--- src/rtl/dconv_pkg.sv ---
// Shared definitions for the KxK depthwise-convolution PE: state encoding,
// pipeline depth and the width helpers used to size the accumulator.
package dconv_pkg;

  typedef enum logic [2:0] {
    IDLE    = 3'd0,
    LOAD_K  = 3'd1,
    FILL    = 3'd2,
    COMPUTE = 3'd3,
    DRAIN   = 3'd4
  } state_t;

  localparam int PIPE_LAT = 4;

  function automatic int clog2(input int value);
    int result;
    int v;
    result = 0;
    v = value - 1;
    while (v > 0) begin
      result = result + 1;
      v = v >> 1;
    end
    return result;
  endfunction

  function automatic int sumWidth(input int iw, input int ww, input int k);
    return iw + ww + clog2(k * k) + 1;
  endfunction

endpackage

--- src/rtl/dconv_round_sat.sv ---
// Final requantisation stage: round-half-up, arithmetic shift, clamp to the
// output range, and register. Optional macro DCONV_RELU_EN forces negative
// results to zero after saturation without adding a cycle.
module dconv_round_sat
  import dconv_pkg::*;
#(
  parameter int IN_W       = 21,
  parameter int OW         = 8,
  parameter int FRAC_SHIFT = 4
) (
  input  logic                   clk,
  input  logic                   rst_n,
  input  logic                   i_valid,
  input  logic                   i_last,
  input  logic signed [IN_W-1:0] i_data,
  output logic                   o_valid,
  output logic                   o_last,
  output logic signed [OW-1:0]   o_data
);

  // One extra bit so adding the rounding constant can never wrap.
  localparam int RW = IN_W + 1;
  localparam logic signed [RW-1:0] ROUND_ADD = RW'((2 ** FRAC_SHIFT) / 2);
  localparam logic signed [RW-1:0] MAX_VAL   = RW'((2 ** (OW - 1)) - 1);
  localparam logic signed [RW-1:0] MIN_VAL   = RW'(-(2 ** (OW - 1)));

  logic signed [RW-1:0] w_rounded;
  logic signed [RW-1:0] w_shifted;
  logic signed [OW-1:0] w_sat;

  // Round, shift and clamp the accumulator into the output range.
  always_comb begin
    w_rounded = RW'(i_data) + ROUND_ADD;
    w_shifted = w_rounded >>> FRAC_SHIFT;
    if (w_shifted > MAX_VAL) begin
      w_sat = MAX_VAL[OW-1:0];
    end else if (w_shifted < MIN_VAL) begin
      w_sat = MIN_VAL[OW-1:0];
    end else begin
      w_sat = w_shifted[OW-1:0];
    end
`ifdef DCONV_RELU_EN
    if (w_sat[OW-1]) begin
      w_sat = '0;
    end
`endif
  end

  // Output register; data holds its last value between results.
  always_ff @(posedge clk) begin
    if (!rst_n) begin
      o_valid <= 1'b0;
      o_last  <= 1'b0;
      o_data  <= '0;
    end else begin
      o_valid <= i_valid;
      o_last  <= i_valid && i_last;
      if (i_valid) begin
        o_data <= w_sat;
      end
    end
  end

endmodule

--- src/rtl/dconv_kxk_pe.sv ---
// KxK depthwise-convolution PE. Loads a kernel column by column, shifts image
// columns through a KxK window and emits one requantised pixel per accepted
// column once the window is full. Optional macro DCONV_RELU_EN (see
// dconv_round_sat) clamps negative outputs to zero.
module dconv_kxk_pe
  import dconv_pkg::*;
#(
  parameter int K          = 3,
  parameter int IW         = 8,
  parameter int WW         = 8,
  parameter int BW         = 16,
  parameter int OW         = 8,
  parameter int FRAC_SHIFT = 4
) (
  input  logic          clk,
  input  logic          rst_n,
  input  logic [K*WW-1:0] kernel,
  input  logic          kernel_valid,
  input  logic [BW-1:0] bias,
  input  logic [K*IW-1:0] image,
  input  logic          image_valid,
  input  logic          image_last,
  output logic          in_ready,
  output logic [OW-1:0] data_out,
  output logic          output_valid,
  output logic          output_last,
  output logic          short_frame
);

  localparam int SW = sumWidth(IW, WW, K);
  localparam int PW = IW + WW;
  localparam int NT = K * K;

  state_t r_state, w_nextState;
  logic [2:0] r_kernCnt, r_fillCnt, r_drainCnt;
  logic       r_short;

  logic signed [WW-1:0] r_kern  [K][K];
  logic signed [IW-1:0] r_win   [K][K];
  logic signed [BW-1:0] r_bias;
  logic signed [IW-1:0] r_opPix [NT];
  logic signed [WW-1:0] r_opWgt [NT];
  logic signed [PW-1:0] r_prod  [NT];
  logic signed [SW-1:0] r_sum, w_sum;
  logic [3:0] r_vld, r_lst;
  logic signed [OW-1:0] w_dataOut;

  logic w_kernAcc, w_imgAcc, w_fillDone, w_result, w_shortSet;

  // Next state, handshake and acceptance decodes.
  always_comb begin
    in_ready    = (r_state == FILL) || (r_state == COMPUTE);
    w_kernAcc   = kernel_valid && ((r_state == IDLE) || (r_state == LOAD_K));
    w_imgAcc    = image_valid && in_ready;
    w_fillDone  = (r_state == FILL) && (r_fillCnt == 3'(K - 1));
    w_result    = w_imgAcc && (w_fillDone || (r_state == COMPUTE));
    w_shortSet  = w_imgAcc && image_last && (r_state == FILL) && !w_fillDone;
    w_nextState = r_state;
    case (r_state)
      IDLE:    if (w_kernAcc) w_nextState = LOAD_K;
      LOAD_K:  if (w_kernAcc && (r_kernCnt == 3'(K - 1))) w_nextState = FILL;
      FILL: begin
        if (w_imgAcc && image_last) w_nextState = DRAIN;
        else if (w_imgAcc && w_fillDone) w_nextState = COMPUTE;
      end
      COMPUTE: if (w_imgAcc && image_last) w_nextState = DRAIN;
      DRAIN:   if (r_drainCnt == 3'(PIPE_LAT - 1)) w_nextState = IDLE;
      default: w_nextState = IDLE;
    endcase
  end

  // State register, column counters, bias capture and short-frame pulse.
  always_ff @(posedge clk) begin
    if (!rst_n) begin
      r_state    <= IDLE;
      r_kernCnt  <= '0;
      r_fillCnt  <= '0;
      r_drainCnt <= '0;
      r_bias     <= '0;
      r_short    <= 1'b0;
    end else begin
      r_state <= w_nextState;
      r_short <= w_shortSet;
      if (r_state == IDLE) begin
        r_kernCnt <= w_kernAcc ? 3'd1 : 3'd0;
      end else if (w_kernAcc) begin
        r_kernCnt <= r_kernCnt + 3'd1;
      end
      if (r_state != FILL) begin
        r_fillCnt <= '0;
      end else if (w_imgAcc) begin
        r_fillCnt <= r_fillCnt + 3'd1;
      end
      r_drainCnt <= (r_state == DRAIN) ? r_drainCnt + 3'd1 : 3'd0;
      if (w_kernAcc && (r_state == IDLE)) begin
        r_bias <= bias;
      end
    end
  end

  // Kernel and image windows: new column enters at 0, oldest falls off K-1.
  always_ff @(posedge clk) begin
    if (!rst_n) begin
      for (int c = 0; c < K; c++) begin
        for (int r = 0; r < K; r++) begin
          r_kern[c][r] <= '0;
          r_win[c][r]  <= '0;
        end
      end
    end else begin
      if (w_kernAcc) begin
        for (int c = 1; c < K; c++) begin
          for (int r = 0; r < K; r++) r_kern[c][r] <= r_kern[c-1][r];
        end
        for (int r = 0; r < K; r++) r_kern[0][r] <= kernel[r*WW +: WW];
      end
      if (w_imgAcc) begin
        for (int c = 1; c < K; c++) begin
          for (int r = 0; r < K; r++) r_win[c][r] <= r_win[c-1][r];
        end
        for (int r = 0; r < K; r++) r_win[0][r] <= image[r*IW +: IW];
      end
    end
  end

  // Accumulate all products plus the sign-extended bias.
  always_comb begin
    w_sum = SW'(r_bias);
    for (int i = 0; i < NT; i++) begin
      w_sum = w_sum + SW'(r_prod[i]);
    end
  end

  // Operand, multiply and sum stages with their valid/last tags.
  always_ff @(posedge clk) begin
    if (!rst_n) begin
      r_vld <= '0;
      r_lst <= '0;
      r_sum <= '0;
      for (int i = 0; i < NT; i++) begin
        r_opPix[i] <= '0;
        r_opWgt[i] <= '0;
        r_prod[i]  <= '0;
      end
    end else begin
      r_vld <= {r_vld[2:0], w_result};
      r_lst <= {r_lst[2:0], w_result && image_last};
      for (int c = 0; c < K; c++) begin
        for (int r = 0; r < K; r++) begin
          r_opPix[c*K + r] <= r_win[c][r];
          r_opWgt[c*K + r] <= r_kern[c][r];
        end
      end
      for (int i = 0; i < NT; i++) begin
        r_prod[i] <= PW'(r_opPix[i]) * PW'(r_opWgt[i]);
      end
      r_sum <= w_sum;
    end
  end

  dconv_round_sat #(
    .IN_W       (SW),
    .OW         (OW),
    .FRAC_SHIFT (FRAC_SHIFT)
  ) u_roundSat (
    .clk     (clk),
    .rst_n   (rst_n),
    .i_valid (r_vld[3]),
    .i_last  (r_lst[3]),
    .i_data  (r_sum),
    .o_valid (output_valid),
    .o_last  (output_last),
    .o_data  (w_dataOut)
  );

  assign data_out    = w_dataOut;
  assign short_frame = r_short;

endmodule

--- config.mk ---
export PLATFORM = sky130hd
export DESIGN_NAME = dconv_kxk_pe
export DESIGN_NICKNAME = d
export VERILOG_FILES = /design/src/rtl/dconv_pkg.sv /design/src/rtl/dconv_round_sat.sv /design/src/rtl/dconv_kxk_pe.sv
export SDC_FILE = /design/constraint.sdc
export NUM_CORES = 2
export LEC_CHECK = 0
export CAP_MARGIN = 0
export CELL_PAD_IN_SITES_DETAIL_PLACEMENT = 1
export CELL_PAD_IN_SITES_GLOBAL_PLACEMENT = 1
export CORE_UTILIZATION = 43
export DETAILED_ROUTE_END_ITERATION = 10
export GPL_ROUTABILITY_DRIVEN = 0
export PLACE_DENSITY_LB_ADDON = 0.15
export SYNTH_ARGS = -nofsm -noshare
export SYNTH_HDL_FRONTEND = slang
export SYNTH_SLANG_ARGS = --single-unit
--- constraint.sdc ---
create_clock -name clk -period 7.8 [get_ports clk]
set_input_delay 1.56 -clock clk [delete_from_list [all_inputs] [get_ports clk]]
set_output_delay 1.56 -clock clk [all_outputs]
set_load 0.03 [all_outputs]
After elaboration in Yosys (flattened, before gate mapping)

Memory sizes are Yosys's and may differ from the RTL's.
Cells that the tools add are included.
W data, S select, Z words.

Output and inout bits: 12
Memory bits (read-only): 0
Register bits after elaboration: 68
Memory bits (writable): 432
Latch bits: 0
Bits of input ports: 69
Memories: 5
Word-level logic and storage cells: 186

Memories:

| memory  | depth | bits a word | rd ports | clocked after Yosys merged registers in | wr ports | line               | RTL |
|---|---|---|---|---|---|---|---|
| r_prod  | 9     | 16          | 9        | 0                                       | 9        | dconv_kxk_pe.sv:43 | `logic signed [PW-1:0] r_prod [NT];` |
| r_kern  | 3     | 24          | 3        | 0                                       | 3        | dconv_kxk_pe.sv:38 | `logic signed [WW-1:0] r_kern [K][K];` |
| r_opPix | 9     | 8           | 9        | 0                                       | 9        | dconv_kxk_pe.sv:41 | `logic signed [IW-1:0] r_opPix [NT];` |
| r_opWgt | 9     | 8           | 9        | 0                                       | 9        | dconv_kxk_pe.sv:42 | `logic signed [WW-1:0] r_opWgt [NT];` |
| r_win   | 3     | 24          | 3        | 0                                       | 3        | dconv_kxk_pe.sv:39 | `logic signed [IW-1:0] r_win [K][K];` |

Muxes and demuxes: 65
Bitwise logic cells: 46
Divide/modulo/power cells: 0
Shifts and indexed selects: 0
Reductions and logical operators: 21
Equal/unequal tests: 13
Multipliers: 9
$lt $le $gt $ge: 2
$add $sub $neg: 13

Operators by type and width:

| operator                | count |
|---|---|
| $mux W8                 | 38 |
| $mul A8 B8 Y16          | 9 |
| $mux W16                | 9 |
| $add A21 B16 Y21        | 4 |
| $or A1 B1 Y1            | 45 |
| $mux W3                 | 8 |
| $add A21 B5 Y22 const B | 1 |
| $add A20 B16 Y21        | 1 |
| $add A19 B16 Y20        | 1 |
| $add A18 B16 Y19        | 1 |
| $add A17 B16 Y18        | 1 |
| $gt A18 B8 Y1 const B   | 1 |
| $lt A18 B8 Y1 const B   | 1 |
| $add A16 B16 Y17        | 1 |
| $eq A3 B2 Y1 const B    | 5 |
| $pmux W3 S5             | 1 |
| $logic_and A1 B1 Y1     | 12 |
| $add A3 B1 Y3 const B   | 3 |
| $mux W1                 | 9 |
| $ne A3 B2 Y1 const B    | 2 |
| $reduce_and A5 Y1       | 1 |
| $ne A2 B1 Y1 const B    | 2 |
| $ne A2 B2 Y1 const B    | 2 |
| $eq A3 B1 Y1 const B    | 1 |
| 8 further kinds         | 10 |

Longest topological paths before layout

An unclocked memory read counts as a cell.

Word-level depth: 10
Gate-level depth with buffers: 18
Depth with buffers taken out: 18

Cells and area by module

From an unflattened synthesis, not the netlist that was laid out.

Cell total of the unflattened synthesis: 4,088
Area total of the unflattened synthesis: 41,796.3 um^2

Modules (own cells, without submodules):

| module          | times used | area each (um^2) | cells each | sequential area each (um^2) |
|---|---|---|---|---|
| dconv_kxk_pe    | 1          | 40,903.0         | 3,977      | 11,250.8 |
| dconv_round_sat | 1          | 893.4            | 111        | 200.2 |

Least setup slack after synthesis

No wires, ideal clock.

Path kind: reg2reg
Start point: register r_bias[2]
End point: register r_sum[19]
Period minus slack after synthesis: 4,669 ps
Required time: 7,680 ps
Path buffers: 0
Library setup time: 120 ps
Path slack: 3,131 ps
Arrival time: 4,549 ps
Stages on the path, launching flop included: 17
Path through: dfxtp_1 -> inv_1 -> fa_1 -> inv_1 -> fa_1 -> fa_1 -> inv_1 -> fa_1 -> fa_1 -> inv_1 -> ha_1 -> a41oi_1 -> a221o_2 -> a2111oi_4 -> or3_1 -> nor2_1 -> a211o_1

Word-level cells in the longest chain between the ends: 9

RTL lines:

| element                       | line                | RTL |
|---|---|---|
| start, declared               | dconv_kxk_pe.sv:40  | `logic signed [BW-1:0] r_bias;` |
| start signal, assigned        | dconv_kxk_pe.sv:96  | `r_bias <= bias;` |
| $add A16 B16 Y17              | dconv_kxk_pe.sv:130 | `w_sum = w_sum + SW'(r_prod[i]);` |
| $add A17 B16 Y18              | dconv_kxk_pe.sv:130 |  |
| $add A18 B16 Y19              | dconv_kxk_pe.sv:130 |  |
| $add A19 B16 Y20              | dconv_kxk_pe.sv:130 |  |
| $add A20 B16 Y21              | dconv_kxk_pe.sv:130 |  |
| $add A21 B16 Y21 (4 in a row) | dconv_kxk_pe.sv:130 |  |
| end signal, assigned          | dconv_kxk_pe.sv:157 | `r_sum <= w_sum;` |
| end, declared                 | dconv_kxk_pe.sv:44  | `logic signed [SW-1:0] r_sum, w_sum;` |

No other way between the ends.
A chain may end at the register's enable or synchronous reset.

Worst setup path in the final report

Start point: register r_bias[2]
End point: register r_sum[18]

Same word-level chain as after synthesis.

==> results.md <==
- Status: complete, no violations
- Die W: 312 um
- DR iter-0 viols: 1005
- Detailed-route via count: 26800
- Setup Skew: 44.2 ps
- Commonest cells after routing, fill and taps aside: 775 x inv_1, 627 x fa_1, 530 x and2_1
- Setup Crit Path Kind: register to register
- Worst path required time: 8350 ps
- Drt total wl: 105 mm
- Fin. Hold Viols: 0
- Syn avg cell area: 10.2 um2
- Crit path DAT: 5620 ps
- CP startpoint kind: register
- DRC: 0
- Ys flop type: dfxtp_1
- #FFs+latches synth: 497
- Rows: 113
- Slew HR: 0.268
- Avg WL per Cell: 19.4 um
- Initial Utilization: 0.434
- Gr usage total: 0.226
- CTS root buffer: clkbuf_16
- Initial antenna violation count: 9
- Setup_tns: 0 ps
- Post-synthesis async set-or-reset flop share: 0
- DIE HEIGHT: 312 um
- CTS tree: built
- Maximum vdd ir drop: 0.208 mV
- Dpl cells: 5304
- Top cell by count, worst path: fa_1
- CP Max Fanout: 6
- Area occupied by multi-input gates: 26600 um2
- Clock Latency Late Sink: 680 ps
- Synth Instances: 4032
- Critical-path top delay cell: fa_1
- Crit path capture type: register
- Vias per cell: 4.95
- CTS max path bufs: 3
- Final min period: 5080 ps
- Port bufs: 80
- Vias in the first global route: 30000
- Cell variety after synth: 58
- Final setup viols: 0
- Post-synth top area share: 0.304
- Post-DP HPWL: 85.4 mm
- Achievable Freq: 197 MHz
- Hold-fix buffers, CTS: 0
- Synth top area cells: fa_1 30%, dfxtp_1 17%, edfxtp_1 10%
- First-pass GRT wire length: 170 mm
- Core box area: 95000 um2
- Full die area: 97100 um2
- Period utilization: 0.651
- Setup Fix Bufs, Post-CTS: 0
- Reg clk slew, reported paths: 60 ps
- Cell Pwr Density: 197 nW/um2
- Leading area contributor after synthesis: fa_1
- Slew of the pin with the lowest slew margin: 1100 ps
- Gr ovfl total: 0
- Pre-antenna DRT Iters: 5
- Fraction of layout cells with a size suffix above 1: 0.0345
- Max-cap violations: 0
- Sequential fraction of the synthesis area: 0.276
- Syn nets: 5018
- Most common cell after layout, fill and taps aside: inv_1
- # IOs: 81
- Largest net degree at the start of global routing: 113
- Critical path cell sequence: inv_1, fa_1, inv_1, fa_1, fa_1, inv_1, fa_1, fa_1, inv_1, ha_1, a41oi_1, a221o_2, a211oi_1, o21ai_0, a21oi_1, nor4_1
- CTS H-tree depth: 2
- Non-Filler Instances: 5416
- Hold Crit Class: register to register
- Total clock sinks: 497
- # fillers: 10600
- Fin. max-slew vios: 0
- ANT nets after route: 0
- Leakage: 20.8 nW
- Mapped cell area: 41200 um2
- RSZ-0062 raised after global routing: false
- Power Total: 0.00894 W
- EDFF count, synth: 144
- Min Hold Slack: 438 ps
- Post_cts resized: 0
- Register area: 11400 um2
- CTS Buf Count: 58
- Synth Warn #: 0
- Nets: 5085
- Crit-path max cell delay: 520 ps
- Area Growth Syn to Fin: 10.1%
[sequential cells by signal (all words and copies together) (netlist names)]
register            count
u_roundSat.o_data       8
r_opPix                72
r_fillCnt               3
r_opWgt                72
r_prod                144
r_bias                 16
short_frame             1
r_kernCnt               3
r_vld                   4
r_state                 3
r_kern                 72
r_lst                   4
u_roundSat.o_last       1
r_sum                  18
r_win                  72
r_drainCnt              3
u_roundSat.o_valid      1
[worst paths after layout]
| kind | startpoint | to | slack, ps | depth (start not counted) |
|---|---|---|---|---|
| max reg2reg | r_bias[2] | r_sum[18] | 2720 | 16 |
| max | r_bias[2] | r_sum[18] | 2720 | 16 |
| min | r_vld[1] | r_vld[2] | 440 | 1 |
| min reg2reg | r_vld[1] | r_vld[2] | 440 | 1 |
[worst max-delay path, delay by kind of cell (launching register included)]
family,cells,cell delay [ps]
AO/OA/AOI/OAI,5,1430
AND/OR/NAND/NOR,1,250
adder cells (fa/ha/maj),6,2730
buffers and inverters,4,210
flip-flops,1,330
[report_power, final]
group,switching [W],internal (W)
Sequential,0.000219,0.00288
Combinational,0.00178,0.00127
Clock,0.00120,0.00159
Total,0.00320,0.00574
[stage by stage]
step	worst slack (ps)	utilization	cell area, um2
2_1_floorplan	3130	-	41200
3_3_place_gp	2810	0.457	43400
3_5_place_dp	2770	0.457	43400
4_1_cts	2700	0.478	45400
5_1_grt	2370	0.478	45400
6_report	2720	0.478	45400
[cell type report]
class,instances,share of cell area
Multi-Input combinational cell,2674,0.587
Sequential cell,497,0.251
Inverter,776,0.0642
Clock buffer,77,0.0368
Tap cell,1265,0.0349
Timing Repair Buffer,92,0.0195
Clock inverter,30,0.00667
Antenna cell,5,0.000276
[cells in the mapped netlist, types with 39 or more instances]
cell type	instances
inv_1	775
fa_1	627
and2_1	530
dfxtp_1	353
ha_1	290
nand2_1	241
and3_1	167
nor2_1	154
edfxtp_1	144
a21oi_1	97
clkbuf_1	81
xnor2_1	78
o21ai_0	73
nand2b_1	70
xor2_1	54
a211oi_1	39
[layer usage]
metal	up-vias	wire length, um	GRT usage
li1	12600	-	-
met1	13800	48900	0.309
met2	293	50700	0.382
met3	104	3290	0.0284
met4	0	2190	0.0485
met5	-	0	0
[cell families (layout without fill, tap and decap cells)]
| kind of cell | count (synthesis) | count (layout) | share of synthesized area |
|---|---|---|---|
| other | 0 | 5 | 0 |
| AND/OR/NAND/NOR | 1305 | 1305 | 0.173 |
| XOR/XNOR | 132 | 132 | 0.0280 |
| multiplexers | 15 | 15 | 0.00376 |
| flip-flops | 497 | 497 | 0.276 |
| AO/OA/AOI/OAI | 305 | 305 | 0.0473 |
| buffers and inverters | 861 | 975 | 0.0788 |
| adder cells (fa/ha/maj) | 917 | 917 | 0.392 |
Note: power is estimated with default switching activity, not from simulation.
